==> src/rtl/hbridge_pkg.sv <==
// Shared types for the H-bridge gate sequencer: channel FSM states, the decoded
// per-channel command, and small decode helpers.
package hbridge_pkg;

  typedef enum logic [2:0] {
    StCoast = 3'd0,
    StFwd   = 3'd1,
    StRev   = 3'd2,
    StBrake = 3'd3,
    StDead  = 3'd4,
    StFault = 3'd5
  } state_e;

  typedef enum logic [2:0] {
    CmdCst = 3'd0,
    CmdFwd = 3'd1,
    CmdRev = 3'd2,
    CmdBrk = 3'd3,
    CmdFlt = 3'd4
  } cmd_e;

  // Highest priority first: fault, brake, disable, direction.
  function automatic cmd_e decode_cmd(input logic fault, input logic brake, input logic en,
                                      input logic dir);
    cmd_e cmd;
    if (fault)      cmd = CmdFlt;
    else if (brake) cmd = CmdBrk;
    else if (!en)   cmd = CmdCst;
    else if (!dir)  cmd = CmdFwd;
    else            cmd = CmdRev;
    return cmd;
  endfunction

  function automatic state_e drive_state(input cmd_e cmd);
    state_e st;
    case (cmd)
      CmdFwd:  st = StFwd;
      CmdRev:  st = StRev;
      CmdBrk:  st = StBrake;
      default: st = StCoast;
    endcase
    return st;
  endfunction

endpackage

==> src/rtl/hbridge_channel_fsm.sv <==
// One H-bridge channel: command decode, drive-state FSM with dead-time coast
// between opposing drive states, and registered gate outputs.
module hbridge_channel_fsm
  import hbridge_pkg::*;
#(
  parameter int unsigned DEAD_CYCLES = 2000,
  parameter int unsigned CNT_W       = 16
) (
  input  logic clk_i,
  input  logic rst_i,
  input  logic pwm_i,
  input  logic en_i,
  input  logic dir_i,
  input  logic brake_i,
  input  logic fault_i,
  output logic hi_o,
  output logic lo_o,
  output logic busy_o
);

  localparam logic [CNT_W-1:0] DeadLoad = CNT_W'(DEAD_CYCLES - 1);

  state_e           state_q, state_d;
  logic [CNT_W-1:0] cnt_q, cnt_d;
  logic             hi_q, hi_d, lo_q, lo_d, busy_q, busy_d;
  cmd_e             cmd;
  state_e           target;

  assign cmd    = decode_cmd(fault_i, brake_i, en_i, dir_i);
  assign target = drive_state(cmd);

  always_comb begin
    state_d = state_q;
    cnt_d   = cnt_q;
    if (cmd == CmdFlt) begin
      state_d = StFault;
    end else if (state_q == StFault) begin
      state_d = StCoast;
    end else if (cmd == CmdCst) begin
      state_d = StCoast;
    end else begin
      case (state_q)
        StCoast: state_d = target;
        StFwd, StRev, StBrake: begin
          if (target != state_q) begin
            state_d = StDead;
            cnt_d   = DeadLoad;
          end
        end
        // Exit follows whatever is commanded when the count expires.
        StDead: begin
          if (cnt_q == '0) state_d = target;
          else             cnt_d   = cnt_q - CNT_W'(1);
        end
        default: state_d = StCoast;
      endcase
    end
  end

  // Outputs are decoded from the next state so they register on the same edge as it.
  always_comb begin
    hi_d   = 1'b0;
    lo_d   = 1'b0;
    busy_d = (state_d == StDead);
    case (state_d)
      StFwd:   hi_d = pwm_i;
      StRev:   lo_d = pwm_i;
      StBrake: begin
        hi_d = 1'b1;
        lo_d = 1'b1;
      end
      default: ;
    endcase
  end

  always_ff @(posedge clk_i or posedge rst_i) begin
    if (rst_i) begin
      state_q <= StCoast;
      cnt_q   <= '0;
      hi_q    <= 1'b0;
      lo_q    <= 1'b0;
      busy_q  <= 1'b0;
    end else begin
      state_q <= state_d;
      cnt_q   <= cnt_d;
      hi_q    <= hi_d;
      lo_q    <= lo_d;
      busy_q  <= busy_d;
    end
  end

  assign hi_o   = hi_q;
  assign lo_o   = lo_q;
  assign busy_o = busy_q;

endmodule

==> src/rtl/hbridge_gate_sequencer.sv <==
// Two-channel H-bridge gate sequencer: FAULT_N synchronizer, shared fault latch,
// and the two channel FSMs mapped onto IN1..IN4.
module hbridge_gate_sequencer #(
  parameter int unsigned DEAD_CYCLES = 2000,
  parameter int unsigned CNT_W       = 16
) (
  input  logic PCLK,
  input  logic PRESET,
  input  logic PWM_A,
  input  logic EN_A,
  input  logic DIR_A,
  input  logic BRAKE_A,
  input  logic PWM_B,
  input  logic EN_B,
  input  logic DIR_B,
  input  logic BRAKE_B,
  input  logic FAULT_N,
  input  logic FAULT_CLR,
  output logic IN1,
  output logic IN2,
  output logic IN3,
  output logic IN4,
  output logic BUSY_A,
  output logic BUSY_B,
  output logic FAULT
);

  logic fs1_q, fs2_q;
  logic fault_q, fault_d;

  // A still-active fault pin beats a simultaneous clear.
  assign fault_d = !fs2_q || (fault_q && !FAULT_CLR);

  always_ff @(posedge PCLK or posedge PRESET) begin
    if (PRESET) begin
      fs1_q   <= 1'b1;
      fs2_q   <= 1'b1;
      fault_q <= 1'b0;
    end else begin
      fs1_q   <= FAULT_N;
      fs2_q   <= fs1_q;
      fault_q <= fault_d;
    end
  end

  assign FAULT = fault_q;

  hbridge_channel_fsm #(
    .DEAD_CYCLES(DEAD_CYCLES),
    .CNT_W      (CNT_W)
  ) u_chan_a (
    .clk_i  (PCLK),
    .rst_i  (PRESET),
    .pwm_i  (PWM_A),
    .en_i   (EN_A),
    .dir_i  (DIR_A),
    .brake_i(BRAKE_A),
    .fault_i(fault_q),
    .hi_o   (IN1),
    .lo_o   (IN2),
    .busy_o (BUSY_A)
  );

  hbridge_channel_fsm #(
    .DEAD_CYCLES(DEAD_CYCLES),
    .CNT_W      (CNT_W)
  ) u_chan_b (
    .clk_i  (PCLK),
    .rst_i  (PRESET),
    .pwm_i  (PWM_B),
    .en_i   (EN_B),
    .dir_i  (DIR_B),
    .brake_i(BRAKE_B),
    .fault_i(fault_q),
    .hi_o   (IN3),
    .lo_o   (IN4),
    .busy_o (BUSY_B)
  );

endmodule

==> config.mk <==
export PLATFORM = sky130hd
export DESIGN_NAME = hbridge_gate_sequencer
export DESIGN_NICKNAME = d
export VERILOG_FILES = /design/src/rtl/hbridge_pkg.sv /design/src/rtl/hbridge_channel_fsm.sv /design/src/rtl/hbridge_gate_sequencer.sv
export SDC_FILE = /design/constraint.sdc
export NUM_CORES = 1
export LEC_CHECK = 0
export ABC_AREA = 1
export CAP_MARGIN = 20
export CORE_MARGIN = 4
export CORE_UTILIZATION = 55
export CTS_BUF_LIST = sky130_fd_sc_hd__clkbuf_2 sky130_fd_sc_hd__clkbuf_4 sky130_fd_sc_hd__clkbuf_8
export CTS_CLUSTER_SIZE = 12
export DETAILED_ROUTE_END_ITERATION = 8
export PLACE_DENSITY = 0.75
export SETUP_SLACK_MARGIN = 0.5
export SYNTH_ARGS = -nofsm -noshare
export SYNTH_HDL_FRONTEND = slang
export SYNTH_SLANG_ARGS = --single-unit
==> constraint.sdc <==
create_clock -name PCLK -period 2 [get_ports PCLK]
set_clock_uncertainty 0.1 [all_clocks]
set_input_delay 0.4 -clock PCLK [delete_from_list [all_inputs] [get_ports PCLK]]
set_output_delay 0.4 -clock PCLK [all_outputs]
set_load 0.02 [all_outputs]
==> Implementation_results.wiki, run 1 <==
{| class="wikitable"
! Metric !! Value
|-
| Run status || finished, final reports clean
|-
| Pin count of the biggest net entering global routing || 48
|-
| R2R depth || 9
|-
| Actual transition at the worst max-transition pin || 347 ps
|-
| Maximum operating frequency || 0.583 GHz
|-
| Worst hold path stage count || 0
|-
| Total half-perimeter wirelength after legalization and detailed placement || 4560 µm
|-
| Vias || 3072
|-
| Synthesized-area fraction occupied by ao, oa, aoi and oai cells || 2.66%
|-
| Required time at the worst-slack endpoint || 2110 ps
|-
| Share of synthesized area spent on multiplexers || 0%
|-
| Global-route wire length before repair || 13200 µm
|-
| Power density normalized to cell area || 942 nW/µm²
|-
| Mean post-synth cell area || 7.09 µm²
|-
| Detailed Route Iter0 Violations || 170
|-
| Clock insertion delay at the later pin of the skew report || 310 ps
|-
| Cell class contributing the biggest share of worst-path delay || simple AND/OR/NAND/NOR gates
|-
| Grt ovf || 0
|-
| List of cells traversed by the critical path || dlygate4sd2_1, inv_1, nand2_1, nand2_1, nand2_4, nand2_2, nand4_1, nand4_4, buf_6, nand2_2, inv_1, nand2_1
|-
| Final-report setup violation count || 0
|-
| Post-synth cell types || 28
|-
| Height of the chip || 82 µm
|-
| Dominant combinational cell family by area after synthesis || simple AND/OR/NAND/NOR gates
|-
| Count of fill cells added during filler insertion || 322
|-
| GRT Total Usage || 25.5%
|-
| Hold crit path type || flip-flop to flip-flop
|-
| Drt total wl || 8310 µm
|-
| Clock tree from TritonCTS || yes
|-
| P&R area growth vs syn || 39.0%
|-
| Number of antenna diodes || 0
|-
| Max H-tree Level || 2
|-
| Cell area after synthesis || 3010 µm²
|-
| Via count of the first global-routing pass || 2913
|-
| Post-route cell area || 4190 µm²
|-
| Data arrival time of the worst path || 1820 ps
|-
| Number of slew-limit violations in the final report || 0
|-
| Clock Sinks || 47
|-
| Proportion of synthesized chip area in sequential cells || 39.1%
|-
| Slowest cell on the critical path || sky130_fd_sc_hd__dlygate4sd2_1
|-
| Core utilization of the finished layout || 80.4%
|-
| Worst slew margin relative to its limit || 76.6%
|-
| Number of port buffers || 18
|-
| Type of the worst setup path || input pin to flip-flop
|-
| Worst slack at placement || -209 ps
|-
| Largest incremental delay on the critical path || 250 ps
|-
| Starting density of the core || 57.9%
|-
| Number of cell rows || 26
|-
| Critical-path maximum fanout || 6
|-
| Detail Route Antenna Nets || 0
|-
| Commonest non-fill, non-tap cells in the layout || 129 x sky130_fd_sc_hd__nand2_1, 52 x sky130_fd_sc_hd__nor2_1, 37 x sky130_fd_sc_hd__buf_4
|-
| Die extent in x || 82 µm
|-
| Routability congestion estimate || 0.859
|-
| Met1 demand-to-capacity share in global routing || 30.2%
|-
| Final critical-path required period || 1710 ps
|-
| Max-capacitance violation count || 0
|-
| Peak supply drop || 0.690 mV
|-
| Initial antenna violation count || 0
|-
| Number of iterations in the first detailed-routing pass || 5
|-
| Arithmetic-cell share of the synthesized area counting full adders, half adders and majority gates || 0.831%
|-
| Post-synthesis simple-gate area fraction || 46.3%
|-
| Area of the core || 5200 µm²
|-
| CTS buffer count || 5
|-
| Fraction of layout cells with a size suffix above 1 || 36.8%
|-
| Synthesized net count || 439
|-
| Final-stage net count || 508
|-
| XOR/XNOR share of the synthesized area || 4.36%
|-
| Final critical-path setup slack || 285 ps
|-
| Deepest clock path buffer count || 2
|-
| Register bit count reported by yosys || 47
|-
| Met3 routing resource usage after global routing || 4.50%
|-
| Crit-path most repeated cell || sky130_fd_sc_hd__nand2_1
|-
| Final hold vios || 0
|-
| Type of origin of the critical path || input pin
|-
| Cell count after synthesis || 425
|-
| CP Capture Type || flip-flop
|-
| Leakage power || 1.98 nW
|-
| RSZ-0062 raised after global routing || true
|-
| Levels on crit path || 12
|-
| Period utilization || 85.7%
|-
| I/O pins || 19
|-
| Residual DRC count || 0
|-
| Met2 layer usage reported by global route || 45.2%
|-
| Die Area || 6720 µm²
|-
| DR vias/cell || 5.44
|-
| Syn. warnings || 0
|-
| Most common library cell in the layout ignoring fill and taps || sky130_fd_sc_hd__nand2_1
|-
| Instance area at placement || 3390 µm²
|-
| Register-to-register setup slack || 300 ps
|-
| CTS Root Cell || sky130_fd_sc_hd__clkbuf_8
|-
| Most congested layer reported by global routing || met2
|-
| Routed len/inst || 14.7 µm
|-
| Number of buffers and inverters on the critical path || 4
|-
| Clock transition at path regs || 90 ps
|}
[stage by stage]
step | total power, mW | std cells | setup TNS, ps | hold WS [ps]
5_1_grt | 4.23 | 565 | 0 | 266
6_report | 3.94 | 565 | 0 | 253
4_1_cts | 3.69 | 554 | 0 | 258
2_1_floorplan | 2.48 | 425 | 0 | 245
3_3_place_gp | 2.74 | 519 | -2140 | 246
3_5_place_dp | 2.79 | 519 | -4000 | 249
[sequential cells by signal (all words and copies together), names as in the netlist]
| register | flops |
|---|---|
| u_chan_a.busy_o | 1 |
| u_chan_a.state_q | 3 |
| u_chan_a.cnt_q | 16 |
| u_chan_b.state_q | 3 |
| FAULT | 1 |
| u_chan_b.busy_o | 1 |
| u_chan_a.lo_o | 1 |
| u_chan_a.hi_o | 1 |
| fs2_q | 1 |
| fs1_q | 1 |
| u_chan_b.hi_o | 1 |
| u_chan_b.cnt_q | 16 |
| u_chan_b.lo_o | 1 |
[final timing paths]
path | startpoint | to
worst max-delay path | DIR_B | u_chan_b.cnt_q[7]$_DFFE_PP0P_
worst min-delay path | fs1_q$_DFF_PP1_ | fs2_q$_DFF_PP1_
worst max register to register | u_chan_b.state_q[1]$_DFF_PP0_ | u_chan_b.cnt_q[10]$_DFFE_PP0P_
worst min register to register | fs1_q$_DFF_PP1_ | fs2_q$_DFF_PP1_
max in group asynchronous | PRESET | fs1_q$_DFF_PP1_
min in group asynchronous | PRESET | u_chan_b.busy_o$_DFF_PP0_
[cell usage after synthesis]
cell type	count	share of area, %
sky130_fd_sc_hd__buf_6	3	1.1
sky130_fd_sc_hd__a21oi_1	2	0.33
sky130_fd_sc_hd__o21ai_2	1	0.29
sky130_fd_sc_hd__or2_2	8	1.7
sky130_fd_sc_hd__nand4_1	6	1.2
sky130_fd_sc_hd__o21ai_1	3	0.50
sky130_fd_sc_hd__nand4_4	3	2.1
sky130_fd_sc_hd__nand2_2	3	0.62
sky130_fd_sc_hd__inv_2	7	0.87
sky130_fd_sc_hd__xor2_1	6	1.7
sky130_fd_sc_hd__dfrtp_1	45	37
sky130_fd_sc_hd__nor2_1	62	7.7
sky130_fd_sc_hd__o21ai_0	6	1.0
sky130_fd_sc_hd__nand2_4	3	1.1
sky130_fd_sc_hd__inv_1	30	3.7
sky130_fd_sc_hd__nor2_8	1	0.66
sky130_fd_sc_hd__buf_2	3	0.50
sky130_fd_sc_hd__nand3b_1	3	0.75
sky130_fd_sc_hd__nand3_2	2	0.66
sky130_fd_sc_hd__nand2_1	141	18
sky130_fd_sc_hd__nand3_1	54	9.0
sky130_fd_sc_hd__buf_4	2	0.50
sky130_fd_sc_hd__dfstp_2	2	1.7
sky130_fd_sc_hd__a21oi_4	1	0.54
sky130_fd_sc_hd__nor2_2	8	1.7
sky130_fd_sc_hd__xnor2_1	9	2.6
sky130_fd_sc_hd__nor3_1	9	1.5
sky130_fd_sc_hd__ha_1	2	0.83
[layer usage]
metal | vias to the layer above | wire length [µm]
met4 | 0 | 272
met1 | 1469 | 3370
met5 | - | 0
met2 | 87 | 4340
li1 | 1494 | -
met3 | 22 | 322
[area by class of cell]
cell class / instances / area [µm²] / share of cell area (%)
Inverter: 37 / 155 / 3.71
Clock inverter: 2 / 16.3 / 0.389
Sequential cell: 47 / 1190 / 28.5
Multi-Input combinational cell: 334 / 2020 / 48.3
Tap cell: 70 / 87.6 / 2.09
Clock buffer: 6 / 82.6 / 1.97
Timing Repair Buffer: 69 / 628 / 15.0
[where the power goes]
part | switching [mW] | internal [mW]
combinational | 1.02 | 0.773
sequential | 0.336 | 1.19
clock | 0.347 | 0.283
total | 1.70 | 2.25
[cells by family after synthesis]
kind of cell	Yosys count
simple gates	303
flops	47
buf+inv	45
xor+xnor	15
compound gates	13
fa+ha+maj	2
[repair_timing]
action / CTS / global route
pin swaps: 52 / 12
cloned: 2 / 0
gates resized for setup: 104 / 33
hold buffers: 0 / 0
setup buffers: 25 / 11
setup endpoints to repair: 49 / 51
Note: power is estimated with default switching activity, not from simulation.
==> inputs of run 2 (changes only) <==
Settings changed: ABC_AREA 1 to not set.
==> Implementation_results.wiki, run 2 <==
{| class="wikitable"
! Metric !! Value
|-
| Core utilization of the finished layout || 97.1% (was 80.4%)
|-
| Async set or reset register ratio after synthesis || 100% (unchanged)
|-
| Drt total wl || 13000 µm (was 8310 µm)
|-
| Number of iterations in the first detailed-routing pass || 6 (was 5)
|-
| Max H-tree Level || 2 (unchanged)
|-
| Proportion of synthesized chip area in sequential cells || 45.1% (was 39.1%)
|-
| Via count of the first global-routing pass || 3265 (was 2913)
|-
| Area of the core || 4470 µm² (was 5200 µm²)
|-
| Actual transition at the worst max-transition pin || 571 ps (was 347 ps)
|-
| Final critical-path required period || 2530 ps (was 1710 ps)
|-
| Height of the chip || 76.9 µm (was 82 µm)
|-
| Syn. warnings || 0 (unchanged)
|-
| Final-stage net count || 421 (was 508)
|-
| Routability congestion estimate || 0.900 (was 0.859)
|-
| Register-to-register setup slack || -530 ps (was 300 ps)
|-
| Post-synthesis simple-gate area fraction || 29.1% (was 46.3%)
|-
| Mean post-synth cell area || 9.04 µm² (was 7.09 µm²)
|-
| Power density normalized to cell area || 775 nW/µm² (was 942 nW/µm²)
|-
| DR vias/cell || 7.73 (was 5.44)
|-
| Synthesized-area fraction occupied by ao, oa, aoi and oai cells || 17.0% (was 2.66%)
|-
| Synthesized net count || 303 (was 439)
|-
| Detailed Route Iter0 Violations || 599 (was 170)
|-
| Die extent in x || 76.9 µm (was 82 µm)
|-
| Clock transition at path regs || 90 ps (about the same)
|-
| Starting density of the core || 58.4% (was 57.9%)
|-
| List of most frequent post-synthesis cells || 45 x sky130_fd_sc_hd__dfrtp_1, 24 x sky130_fd_sc_hd__nand2_1, 24 x sky130_fd_sc_hd__nor2_1, 17 x sky130_fd_sc_hd__a21oi_1 (was 141 x sky130_fd_sc_hd__nand2_1, 62 x sky130_fd_sc_hd__nor2_1, 54 x sky130_fd_sc_hd__nand3_1, 45 x sky130_fd_sc_hd__dfrtp_1, 30 x sky130_fd_sc_hd__inv_1)
|-
| Vias || 3555 (was 3072)
|-
| Post-CTS Hold Buffers || 0 (unchanged)
|-
| Run status || complete, but fails checks (was finished, final reports clean)
|-
| Type of origin of the critical path || flip-flop (was input pin)
|-
| Number of antenna diodes || 0 (unchanged)
|-
| P&R area growth vs syn || 66.5% (was 39.0%)
|-
| Period utilization || 126% (was 85.7%)
|-
| Total half-perimeter wirelength after legalization and detailed placement || 5060 µm (was 4560 µm)
|-
| Clock Sinks || 47 (unchanged)
|-
| Grt ovf || 0 (unchanged)
|-
| Peak supply drop || 0.591 mV (was 0.690 mV)
|-
| Hold slack final || 260 ps (was 253 ps)
|-
| Register bit count reported by yosys || 47 (unchanged)
|-
| Worst slack at placement || -607 ps (was -209 ps)
|-
| Prevailing post-synth register cell || sky130_fd_sc_hd__dfrtp_1 (unchanged)
|-
| Placed cell count || 420 (was 519)
|-
| Number of slew-limit violations in the final report || 0 (unchanged)
|-
| Number of port buffers || 18 (unchanged)
|-
| Max-capacitance violation count || 0 (unchanged)
|-
| CTS Root Cell || sky130_fd_sc_hd__clkbuf_8 (unchanged)
|-
| Number of cell rows || 24 (was 26)
|-
| XOR/XNOR share of the synthesized area || 3.02% (was 4.36%)
|-
| Cell with the most instances after synthesis || sky130_fd_sc_hd__dfrtp_1 (was sky130_fd_sc_hd__nand2_1)
|-
| Instance area at placement || 3540 µm² (was 3390 µm²)
|-
| Global-route wire length before repair || 16100 µm (was 13200 µm)
|-
| CTS buffer count || 5 (unchanged)
|-
| Number of enable flip-flop cells after synthesis || 0 (unchanged)
|-
| Pin count of the biggest net entering global routing || 18 (was 48)
|-
| Violations in the final reports || negative setup slack
|-
| Post-route cell area || 4350 µm² (was 4190 µm²)
|-
| I/O pins || 19 (unchanged)
|-
| Commonest non-fill, non-tap cells in the layout || 83 x sky130_fd_sc_hd__buf_4, 43 x sky130_fd_sc_hd__dfrtp_1, 22 x sky130_fd_sc_hd__buf_6 (was 129 x sky130_fd_sc_hd__nand2_1, 52 x sky130_fd_sc_hd__nor2_1, 37 x sky130_fd_sc_hd__buf_4)
|-
| GRT Total Usage || 33.5% (was 25.5%)
|-
| Cell type with the largest total area after synthesis || sky130_fd_sc_hd__dfrtp_1 (unchanged)
|-
| FF-to-FF Start || u_chan_a.cnt_q[10]$_DFFE_PP0P_ (was u_chan_b.state_q[1]$_DFF_PP0_)
|-
| Type of the worst setup path || flip-flop to flip-flop (was input pin to flip-flop)
|-
| Cell count after synthesis || 289 (was 425)
|-
| Clock tree from TritonCTS || yes (unchanged)
|-
| Setup TNS after final layout || -7170 ps (was 0 ps)
|-
| Initial antenna violation count || 0 (unchanged)
|-
| Required time at the worst-slack endpoint || 2120 ps (was 2110 ps)
|-
| Hold crit path type || flip-flop to flip-flop (unchanged)
|-
| CP Capture Type || flip-flop (unchanged)
|-
| Detail Route Antenna Nets || 0 (unchanged)
|-
| Routed len/inst || 28.2 µm (was 14.7 µm)
|-
| Share of synthesized area spent on multiplexers || 1.20% (was 0%)
|-
| Final critical-path setup slack || -526 ps (was 285 ps)
|-
| Most common library cell in the layout ignoring fill and taps || sky130_fd_sc_hd__buf_4 (was sky130_fd_sc_hd__nand2_1)
|-
| Non-Filler Instances || 460 (was 565)
|-
| Final-report setup violation count || 33 (was 0)
|-
| Residual DRC count || 0 (unchanged)
|-
| Fraction of layout cells with a size suffix above 1 || 50.5% (was 36.8%)
|-
| Leading post-synthesis cells by cell area || sky130_fd_sc_hd__dfrtp_1 43%, sky130_fd_sc_hd__nand2_1 3.4%, sky130_fd_sc_hd__nor2_1 3.4% (was sky130_fd_sc_hd__dfrtp_1 37%, sky130_fd_sc_hd__nand2_1 18%, sky130_fd_sc_hd__nand3_1 9.0%)
|-
| Hold Crit Start || fs1_q$_DFF_PP1_ (unchanged)
|-
| Clock insertion delay at the later pin of the skew report || 330 ps (was 310 ps)
|-
| Total power || 3.37 mW (was 3.94 mW)
|-
| Arithmetic-cell share of the synthesized area counting full adders, half adders and majority gates || 0.958% (was 0.831%)
|-
| Worst slew margin relative to its limit || 61.6% (was 76.6%)
|-
| Critical-path maximum fanout || 2 (was 6)
|-
| Die Area || 5910 µm² (was 6720 µm²)
|-
| Deepest clock path buffer count || 2 (unchanged)
|-
| Count of fill cells added during filler insertion || 75 (was 322)
|-
| Maximum operating frequency || 0.396 GHz (was 0.583 GHz)
|-
| Post-synth cell types || 49 (was 28)
|-
| Top-area cell type share of the netlist area || 43.1% (was 37.4%)
|-
| Cell area after synthesis || 2610 µm² (was 3010 µm²)
|-
| Largest registers ranked by flip-flop count || u_chan_a.cnt_q x16, u_chan_b.cnt_q x16 (unchanged)
|-
| Final hold vios || 0 (unchanged)
|-
| RSZ-0062 raised after global routing || true (unchanged)
|-
| Dominant combinational cell family by area after synthesis || simple AND/OR/NAND/NOR gates (unchanged)
|-
| Startpoint of the worst setup timing path || u_chan_a.cnt_q[10]$_DFFE_PP0P_ (was DIR_B)
|-
| Data arrival time of the worst path || 2650 ps (was 1820 ps)
|-
| Leakage power || 1.81 nW (was 1.98 nW)
|}
-- run 2: final timing paths --
kind	endpoint	cells after the start
min	fs2_q$_DFF_PP1_	0
min reg2reg	fs2_q$_DFF_PP1_	0
max	u_chan_a.cnt_q[14]$_DFFE_PP0P_	5
max in group asynchronous	u_chan_b.cnt_q[8]$_DFFE_PP0P_	3
max reg2reg	u_chan_a.cnt_q[14]$_DFFE_PP0P_	5
min in group asynchronous	u_chan_b.cnt_q[5]$_DFFE_PP0P_	2
-- run 2: layer usage --
metal | GRT usage [%] | wire, µm
met2 | 56.2 | 5860
met4 | 14.5 | 1150
met3 | 5.85 | 1630
met5 | 0 | 0
met1 | 42.5 | 4330
-- run 2: worst max-delay path: stages, from the launching register on --
cell                      delay [ps]
sky130_fd_sc_hd__dfrtp_1         390
sky130_fd_sc_hd__or4_4           540
sky130_fd_sc_hd__or3_4           340
sky130_fd_sc_hd__or4_4           520
sky130_fd_sc_hd__or3_1           370
sky130_fd_sc_hd__a21oi_1         190
-- run 2: what timing repair did --
item,4_1_cts,5_1_grt
setup buffers,20,11
pin swaps,35,30
setup endpoints to repair,51,51
cloned,1,0
resized for setup,71,53
-- run 2: area by class of cell --
class / count / area [µm²] / share of cell area (%)
timing repair buffer: 123 / 1030 / 23.7
sequential: 47 / 1180 / 27.2
inverter: 13 / 52.6 / 1.21
tap: 52 / 65.1 / 1.50
multi-input combinational: 217 / 1900 / 43.7
clock buffer: 6 / 82.6 / 1.90
clock inverter: 2 / 35.0 / 0.806
-- run 2: cells by family (layout without fill, tap and decap cells) --
family                     count (synthesis)  after routing
and+or+nand+nor                          136            136
xor gates and xnor gates                   9              9
DFF                                       47             47
adders and majority gates                  2              2
muxes                                      3              3
AOI/OAI and AO/OA                         67             67
buffers and inverters                     25            144
-- run 2: power by group --
group          internal [mW]  switching (mW)  total (mW)
Clock                  0.406           0.373       0.779
Combinational          0.593           0.706        1.30
Sequential              1.11           0.182        1.29
Total                   2.11            1.26        3.37
==> inputs of run 3 (changes only) <==
Settings changed: CORE_UTILIZATION 55 to 45, PLACE_DENSITY 0.75 to not set.
==> Implementation_results.wiki, run 3 (synthesis results as in run 2) <==
{| class="wikitable"
! Metric !! Value
|-
| Run status || complete, but fails checks (unchanged)
|-
| Violations in the final reports || negative setup slack (unchanged)
|-
| Clock tree from TritonCTS || yes (unchanged)
|-
| Instance area at placement || 3620 µm² (was 3540 µm²)
|-
| Deepest clock path buffer count || 2 (unchanged)
|-
| Period utilization || 120% (was 126%)
|-
| Type of origin of the critical path || flip-flop (unchanged)
|-
| Most common library cell in the layout ignoring fill and taps || sky130_fd_sc_hd__buf_4 (unchanged)
|-
| DR vias/cell || 5.57 (was 7.73)
|-
| Final-report setup violation count || 23 (was 33)
|-
| Non-Filler Instances || 483 (was 460)
|-
| Detail Route Antenna Nets || 0 (unchanged)
|-
| RSZ-0062 raised after global routing || true (unchanged)
|-
| Max-capacitance violation count || 0 (unchanged)
|-
| Residual DRC count || 0 (unchanged)
|-
| Drt total wl || 7730 µm (was 13000 µm)
|-
| Critical-path maximum fanout || 2 (unchanged)
|-
| Count of fill cells added during filler insertion || 391 (was 75)
|-
| Power density normalized to cell area || 694 nW/µm² (was 775 nW/µm²)
|-
| Fraction of layout cells with a size suffix above 1 || 48.9% (was 50.5%)
|-
| P&R area growth vs syn || 64.7% (was 66.5%)
|-
| Hold Crit Start || fs1_q$_DFF_PP1_ (unchanged)
|-
| Worst slack at placement || -412 ps (was -607 ps)
|-
| Cell class contributing the biggest share of worst-path delay || simple AND/OR/NAND/NOR gates (unchanged)
|-
| Total half-perimeter wirelength after legalization and detailed placement || 4890 µm (was 5060 µm)
|-
| Grt ovf || 0 (unchanged)
|-
| List of cells traversed by the critical path || or4_4, or3_4, or4_4, or3_1, a21oi_1 (unchanged)
|-
| Data arrival time of the worst path || 2550 ps (was 2650 ps)
|-
| Area occupied by multi-input gates || 1780 µm² (was 1900 µm²)
|-
| Peak supply drop || 0.375 mV (was 0.591 mV)
|-
| Vias || 2688 (was 3555)
|-
| Via count of the first global-routing pass || 2764 (was 3265)
|-
| Worst hold path stage count || 0 (unchanged)
|-
| Routability congestion estimate || 0.818 (was 0.900)
|-
| Commonest non-fill, non-tap cells in the layout || 86 x sky130_fd_sc_hd__buf_4, 42 x sky130_fd_sc_hd__dfrtp_1, 21 x sky130_fd_sc_hd__nor2_1 (was 83 x sky130_fd_sc_hd__buf_4, 43 x sky130_fd_sc_hd__dfrtp_1, 22 x sky130_fd_sc_hd__buf_6)
|-
| Die extent in x || 84.2 µm (was 76.9 µm)
|-
| Area of the core || 5570 µm² (was 4470 µm²)
|-
| Detailed Route Iter0 Violations || 103 (was 599)
|-
| Clock transition at path regs || 90 ps (about the same)
|-
| Core utilization of the finished layout || 77.1% (was 97.1%)
|-
| Post-CTS Hold Buffers || 0 (unchanged)
|-
| Routed len/inst || 16.0 µm (was 28.2 µm)
|-
| Final hold vios || 0 (unchanged)
|-
| Register-to-register setup slack || -400 ps (was -530 ps)
|-
| Worst slew margin relative to its limit || 69.2% (was 61.6%)
|-
| Actual transition at the worst max-transition pin || 458 ps (was 571 ps)
|-
| Number of antenna diodes || 0 (unchanged)
|-
| Sequential cell area || 1180 µm² (about the same)
|-
| Starting density of the core || 46.8% (was 58.4%)
|-
| Max H-tree Level || 2 (unchanged)
|-
| Final critical-path required period || 2400 ps (was 2530 ps)
|-
| Setup TNS after final layout || -5310 ps (was -7170 ps)
|-
| Required time at the worst-slack endpoint || 2150 ps (was 2120 ps)
|-
| Slowest cell on the critical path || sky130_fd_sc_hd__or4_4 (unchanged)
|-
| I/O pins || 19 (unchanged)
|-
| Post-route cell area || 4300 µm² (was 4350 µm²)
|-
| GRT Total Usage || 22.0% (was 33.5%)
|-
| Crit-path most repeated cell || sky130_fd_sc_hd__or4_4 (unchanged)
|-
| Type of the worst setup path || flip-flop to flip-flop (unchanged)
|-
| CP Capture Type || flip-flop (unchanged)
|-
| Number of cell rows || 27 (was 24)
|-
| Die Area || 7090 µm² (was 5910 µm²)
|-
| Clock Sinks || 47 (unchanged)
|-
| R2R depth || 5 (unchanged)
|-
| Initial antenna violation count || 0 (unchanged)
|-
| Capture instance of the worst register-to-register path || u_chan_a.cnt_q[14]$_DFFE_PP0P_ (unchanged)
|-
| Placed cell count || 446 (was 420)
|-
| CTS Root Cell || sky130_fd_sc_hd__clkbuf_8 (unchanged)
|-
| Clock insertion delay at the later pin of the skew report || 310 ps (was 330 ps)
|-
| Global-route wire length before repair || 12800 µm (was 16100 µm)
|-
| Number of port buffers || 18 (unchanged)
|-
| Maximum operating frequency || 0.416 GHz (was 0.396 GHz)
|-
| FF-to-FF Start || u_chan_a.cnt_q[10]$_DFFE_PP0P_ (unchanged)
|-
| Destination of the worst hold path || fs2_q$_DFF_PP1_ (unchanged)
|-
| Height of the chip || 84.2 µm (was 76.9 µm)
|-
| Number of buffers and inverters on the critical path || 0 (unchanged)
|-
| Hold crit path type || flip-flop to flip-flop (unchanged)
|-
| Number of slew-limit violations in the final report || 0 (unchanged)
|-
| Number of iterations in the first detailed-routing pass || 4 (was 6)
|-
| CTS buffer count || 5 (unchanged)
|-
| Pin count of the biggest net entering global routing || 39 (was 18)
|-
| Final critical-path setup slack || -404 ps (was -526 ps)
|-
| Largest incremental delay on the critical path || 540 ps (about the same)
|-
| Final-stage net count || 424 (was 421)
|-
| Leakage power || 1.81 nW (about the same)
|-
| Largest registers ranked by flip-flop count || u_chan_a.cnt_q x16, u_chan_b.cnt_q x16 (unchanged)
|}
[run 3: changes by cell type in the layout (fill, tap and decap cells not counted), moves of 3 or more]
cell                      change
sky130_fd_sc_hd__buf_6        -4
sky130_fd_sc_hd__a31oi_1      +3
sky130_fd_sc_hd__a31oi_4      -3
sky130_fd_sc_hd__buf_12       +3
sky130_fd_sc_hd__buf_4        +3
sky130_fd_sc_hd__or3_1        +3
sky130_fd_sc_hd__or3_4        -3
[run 3: per-stage QoR]
stage	hold slack, ps	power, mW
after floorplan	245	1.67
after global placement	246	2.09
final	262	2.98
after detailed placement	254	2.12
after global routing	267	3.15
after CTS	263	2.88
[run 3: how the worst max path moves through the flow]
| stage | from | to | slack, ps | depth (start not counted) |
|---|---|---|---|---|
| 6_report | u_chan_a.cnt_q[10]$_DFFE_PP0P_ | u_chan_a.cnt_q[14]$_DFFE_PP0P_ | -400 | 5 |
| 5_1_grt | u_chan_a.cnt_q[10]$_DFFE_PP0P_ | u_chan_a.cnt_q[14]$_DFFE_PP0P_ | -490 | 5 |
| 4_1_cts | u_chan_a.cnt_q[10]$_DFFE_PP0P_ | u_chan_a.cnt_q[14]$_DFFE_PP0P_ | -390 | 5 |
| 3_5_place_dp | EN_A | u_chan_a.cnt_q[13]$_DFFE_PP0P_ | -410 | 7 |
| 3_3_place_gp | EN_A | u_chan_a.cnt_q[1]$_DFFE_PP0P_ | -370 | 7 |
| 2_1_floorplan | u_chan_a.cnt_q[10]$_DFFE_PP0P_ | u_chan_a.cnt_q[14]$_DFFE_PP0P_ | -370 | 5 |
[run 3: per-layer routing]
metal	GRT usage, %	vias up	part of all wire [%]
met5	0	-	0
met2	38.3	51	51
li1	-	1324	-
met1	27.3	1302	44
met3	4.81	11	3.8
met4	6.73	0	1.4
[run 3: timing repair]
item / CTS / global route
endpoints found under the hold margin: 0 / 0
pin swaps: 41 / 40
resized for setup: 60 / 41
setup buffers: 22 / 6
setup endpoints to repair: 51 / 51
gates cloned: 0 / 1
[run 3: layout make-up]
| type | count | share of cell area (%) |
|---|---|---|
| Clock buffer | 7 | 2.24 |
| Clock inverter | 1 | 0.175 |
| Inverter | 13 | 1.22 |
| Multi-Input combinational cell | 217 | 41.3 |
| Sequential cell | 47 | 27.5 |
| Tap cell | 72 | 2.09 |
| Timing Repair Buffer | 126 | 25.5 |
[run 3: power breakdown]
group / total (mW) / internal, mW / switching (mW)
Combinational: 1.08 / 0.571 / 0.509
Sequential: 1.25 / 1.11 / 0.141
Clock: 0.653 / 0.315 / 0.339
Total: 2.98 / 1.99 / 0.989
[run 3: worst register-to-register path: stages, from the launching register on]
cell	delay, ps
sky130_fd_sc_hd__dfrtp_1	390
sky130_fd_sc_hd__or4_4	540
sky130_fd_sc_hd__or3_4	340
sky130_fd_sc_hd__or4_4	510
sky130_fd_sc_hd__or3_1	310
sky130_fd_sc_hd__a21oi_1	140
